**src/rtl/round_key_stream.sv**
```systemverilog
// round_key_stream: XORs each incoming state beat with a selected round key from a writable bank.
// Latency: one registered output stage, out_valid rises 1 cycle after accept; 1 beat/cycle sustained.
// Backpressure: in_ready = !out_valid || out_ready; the held beat stays stable while out_ready is low.
// Optional build macro ROUND_KEY_AUTO_ROUND_EN: key select comes from an internal wrapping index
// instead of in_round.
module round_key_stream #(
  parameter int DATA_W   = 128,
  parameter int NUM_KEYS = 15,
  localparam int IDX_W   = $clog2(NUM_KEYS)
) (
  input  logic              clk,
  input  logic              rst_n,
  input  logic              key_we,
  input  logic [IDX_W-1:0]  key_idx,
  input  logic [DATA_W-1:0] key_data,
  input  logic              in_valid,
  output logic              in_ready,
  input  logic [DATA_W-1:0] in_data,
  input  logic [IDX_W-1:0]  in_round,
  output logic              out_valid,
  input  logic              out_ready,
  output logic [DATA_W-1:0] out_data,
  output logic [IDX_W-1:0]  out_round,
  output logic              err,
  input  logic              err_clr,
  output logic [31:0]       beat_cnt
);

  // Bank depth widened by one bit so NUM_KEYS itself is representable for range checks.
  localparam logic [IDX_W:0] NK    = (IDX_W+1)'(NUM_KEYS);
  localparam logic [IDX_W:0] NK_M1 = (IDX_W+1)'(NUM_KEYS - 1);

  logic [DATA_W-1:0] bank_q [NUM_KEYS];

  logic              out_valid_q, out_valid_d;
  logic [DATA_W-1:0] out_data_q,  out_data_d;
  logic [IDX_W-1:0]  out_round_q, out_round_d;
  logic              err_q,       err_d;
  logic [31:0]       beat_cnt_q,  beat_cnt_d;

  logic              accept;
  logic [IDX_W-1:0]  sel;
  logic              sel_ok;
  logic              key_wr_ok;
  logic [DATA_W-1:0] key_sel;

  assign in_ready  = !out_valid_q || out_ready;
  assign accept    = in_valid && in_ready;
  assign sel_ok    = ({1'b0, sel} < NK);
  assign key_wr_ok = ({1'b0, key_idx} < NK);
  // An out-of-range select passes the state through untouched.
  assign key_sel   = sel_ok ? bank_q[sel] : '0;

`ifdef ROUND_KEY_AUTO_ROUND_EN
  logic [IDX_W-1:0] auto_idx_q, auto_idx_d;
  logic             unused_in_round;

  assign unused_in_round = ^in_round;
  assign sel             = auto_idx_q;

  // Advance the auto index once per accepted beat, wrapping after the last key.
  always_comb begin
    auto_idx_d = auto_idx_q;
    if (accept) begin
      auto_idx_d = ({1'b0, auto_idx_q} == NK_M1) ? '0 : auto_idx_q + IDX_W'(1);
    end
  end

  // Auto index register.
  always_ff @(posedge clk or negedge rst_n) begin
    if (!rst_n) begin
      auto_idx_q <= '0;
    end else begin
      auto_idx_q <= auto_idx_d;
    end
  end
`else
  logic unused_nk_m1;

  assign unused_nk_m1 = ^NK_M1;
  assign sel          = in_round;
`endif

  // Key bank: a same-cycle read by an accept sees the pre-write contents.
  always_ff @(posedge clk or negedge rst_n) begin
    if (!rst_n) begin
      for (int i = 0; i < NUM_KEYS; i++) begin
        bank_q[i] <= '0;
      end
    end else if (key_we && key_wr_ok) begin
      bank_q[key_idx] <= key_data;
    end
  end

  // Output stage next state: load on accept, otherwise drain on output transfer.
  always_comb begin
    out_valid_d = out_valid_q;
    out_data_d  = out_data_q;
    out_round_d = out_round_q;
    if (accept) begin
      out_valid_d = 1'b1;
      out_data_d  = in_data ^ key_sel;
      out_round_d = sel;
    end else if (out_valid_q && out_ready) begin
      out_valid_d = 1'b0;
    end
  end

  // Sticky error (set beats clear) and saturating accepted-beat counter.
  always_comb begin
    err_d = err_clr ? 1'b0 : err_q;
    if (accept && !sel_ok) begin
      err_d = 1'b1;
    end
    beat_cnt_d = beat_cnt_q;
    if (accept && (beat_cnt_q != 32'hFFFF_FFFF)) begin
      beat_cnt_d = beat_cnt_q + 32'd1;
    end
  end

  // Output, error and counter registers.
  always_ff @(posedge clk or negedge rst_n) begin
    if (!rst_n) begin
      out_valid_q <= 1'b0;
      out_data_q  <= '0;
      out_round_q <= '0;
      err_q       <= 1'b0;
      beat_cnt_q  <= '0;
    end else begin
      out_valid_q <= out_valid_d;
      out_data_q  <= out_data_d;
      out_round_q <= out_round_d;
      err_q       <= err_d;
      beat_cnt_q  <= beat_cnt_d;
    end
  end

  assign out_valid = out_valid_q;
  assign out_data  = out_data_q;
  assign out_round = out_round_q;
  assign err       = err_q;
  assign beat_cnt  = beat_cnt_q;

endmodule

```
**config.mk**
```make
export PLATFORM = sky130hd
export DESIGN_NAME = round_key_stream
export DESIGN_NICKNAME = d
export VERILOG_FILES = /design/src/rtl/round_key_stream.sv
export SDC_FILE = /design/constraint.sdc
export NUM_CORES = 2
export LEC_CHECK = 0
export CAP_MARGIN = 5
export CORE_MARGIN = 3
export CORE_UTILIZATION = 25
export DETAILED_ROUTE_END_ITERATION = 10
export PLACE_DENSITY = 0.41
export SYNTH_ARGS = -nofsm -noshare
export SYNTH_HDL_FRONTEND = slang
export SYNTH_SLANG_ARGS = --single-unit
```
**constraint.sdc**
```tcl
create_clock -name clk -period 2.1 [get_ports clk]
set_input_delay 0.21 -clock clk [delete_from_list [all_inputs] [get_ports clk]]
set_output_delay 0.21 -clock clk [all_outputs]
set_load 0.005 [all_outputs]
```
==> flow_summary.ini <==
[placement]
post-place-ws_ns = -0.688
gp_congestion = 0.729
dpl.hpwl_um = 201000
placed_area_um2 = 110000
placed_cells = 12134
portBuffers = 436

[timing]
final-max-slew-violation-count = 0
setup_ws_ns = 0.122
fmax_mhz = 506
finClkSkew_ns = 0.0387
finalCritPeriodShare = 0.942
period_minus_slack_ns = 1.98
tightest_slew_ns = 0.854
timing.final.hold_violations = 0
setup-tns-final_ns = 0
relSlewSlack = 0.431
setup_viol = 0
rsz0062_at_grt = no

[final_layout]
instances_no_fill = 12753
fillCellCount = 37156
design_area_um2 = 121000
fin_nets = 7828
drive_above_1_share = 0.452
mostFrequentLayoutCells = mux2_2 (2,178), dfrtp_1 (2,081), buf_4 (422)
area_growth_pct = 26.9
regArea_um2 = 52200
multi_input_area_um2 = 39700
final_common_cell = mux2_2

[grt]
grt_pass1_wl_um = 453000
grt_pass1_vias = 64444
overflow = 0
antenna_found_initial = 44
grt_max_degree = 134
track_usage = 0.155

[clocking]
clkTransAtPathRegs_ns = 0.06
cts_made_buffers = 268
h-tree-depth = 5
clock_latency_ns = 0.89
cts_tree = done
cts-root-buf = clkbuf_16
clockBufferDepth = 4
clock_sinks = 2086

[setup_path]
cp_slowest_cell = clkdlybuf4s50_1
critical_path.endpoint_type = output pin
max_stage_delay_ns = 0.53
start_kind = register
crit_arrival_ns = 1.77
critPathTopFamily = buffers and inverters
path_class = reg2out
cp_data_required_time_ns = 1.89
path_cells = clkdlybuf4s50_1
worstPathBufferInverterCount = 1
crit_path_max_fanout = 3

[power_and_ir_drop]
power_density_nw_per_um2 = 1020
vdd_drop_max_uv = 576
p_leak_uw = 0.0519
finalPower_uw = 123000

[detailed_routing]
drt_iter0_markers = 2846
routedWlPerCell_um = 23.9
drt_first_pass_iters = 5
viasPerCell = 4.63
drc = 0
totalWireLength_um = 305000
route.vias.total = 59053
ant_nets = 0

[job]
cap_violations = 0

[logic_synthesis]
synthArstFlopShare = 1.00
syn_avg_cell_area_um2 = 14.2
synthesis.instances = 6704
synth.distinct_cells = 39
yosysWarnings = 0
synth_area_um2 = 95000
seq_area_frac_synth = 0.549
synth_edf_count = 0
synth-seq-cells = 2086
syn-num-nets = 6975
synth_ff_type = dfrtp_1

[run_status]
status = completed

[min_path]
min_path_type = in2reg

[floorplan]
start_util = 0.252
dieArea_um2 = 387000
num_rows = 225
core_area_um2 = 377000
pin_count = 437
die_height_um = 622
die_w_um = 622
-- final cells by class --
class | instances | share of cell area
Clock buffer | 397 | 0.0653
Clock inverter | 69 | 0.00804
Antenna cell | 6 | 0.000124
Sequential cell | 2086 | 0.433
Inverter | 130 | 0.00405
Timing Repair Buffer | 1201 | 0.109
Tap cell | 4994 | 0.0518
Multi-Input combinational cell | 3870 | 0.329
-- registers in the layout (all words and copies together) (netlist names) --
register / count
bank_q: 1920
beat_cnt: 32
err: 1
out_data: 128
out_round: 4
out_valid: 1
-- routing by layer --
| layer | global-route usage | wire, um |
|---|---|---|
| met5 | 0 | 101 |
| met4 | 0.0301 | 5860 |
| met3 | 0.0258 | 11400 |
| met2 | 0.260 | 146000 |
| met1 | 0.210 | 141000 |
-- per-stage QoR --
step	hold WS (ns)	utilization
after floorplan	-0.0856	-
after global placement	0.165	0.293
after detailed placement	0.162	0.293
after CTS	0.0314	0.320
after global routing	0.0979	0.320
final	0.129	0.320
-- path summary, 6_finish.rpt --
kind                              start      endpoint  slack, ns  depth (start not counted)
min in group asynchronous         rst_n   bank_q[120]       0.15                          3
min                         in_round[3]  out_data[46]       0.13                          5
max reg2reg                beat_cnt[11]  beat_cnt[12]       0.15                          6
max in group asynchronous         rst_n   bank_q[524]       0.83                          3
max                        beat_cnt[26]  beat_cnt[26]       0.12                          1
min reg2reg                out_round[0]  out_round[0]       0.48                          2
-- cell usage after synthesis (all sizes together), types with 11 or more instances --
cell / number / area [um^2]
buf: 262 / 1410
a221o: 128 / 1280
xnor2: 147 / 1290
inv: 130 / 488
nand4: 16 / 100
dfrtp: 2086 / 52200
mux2: 2178 / 24500
o21ai: 128 / 641
mux2i: 384 / 3840
nand2: 157 / 589
o221a: 128 / 1440
xor2: 11 / 96.3
o22ai: 129 / 807
o221ai: 128 / 1120
clkbuf: 356 / 1340
mux4: 128 / 2880
nand3: 19 / 95.1
nor2: 140 / 526
-- cells by family (layout without fill, tap and decap cells) --
kind of cell / count (synthesis) / after routing / synth area share
fa+ha+maj: 1 / 1 / 0.000132
other cells: 0 / 6 / 0
buf+inv: 748 / 1797 / 0.0341
compound gates: 643 / 643 / 0.0559
flops: 2086 / 2086 / 0.549
simple gates: 378 / 378 / 0.0169
xor+xnor: 158 / 158 / 0.0146
mux: 2690 / 2690 / 0.329
-- power by group --
part           switching, uW  leakage, uW  internal (uW)
clock                  18800      0.00433          27300
sequential              4360       0.0256          49400
combinational           9220       0.0220          13500
total                  32400       0.0519          90200
-- repair_timing --
item,CTS,global route
setup endpoints to repair,39,3
hold buffers,128,0
gates resized for setup,36,1
endpoints found under the hold margin,1787,0
buffers inserted,18,1
pin swaps,0,1
No activity file was read; power rests on OpenSTA's default activity.
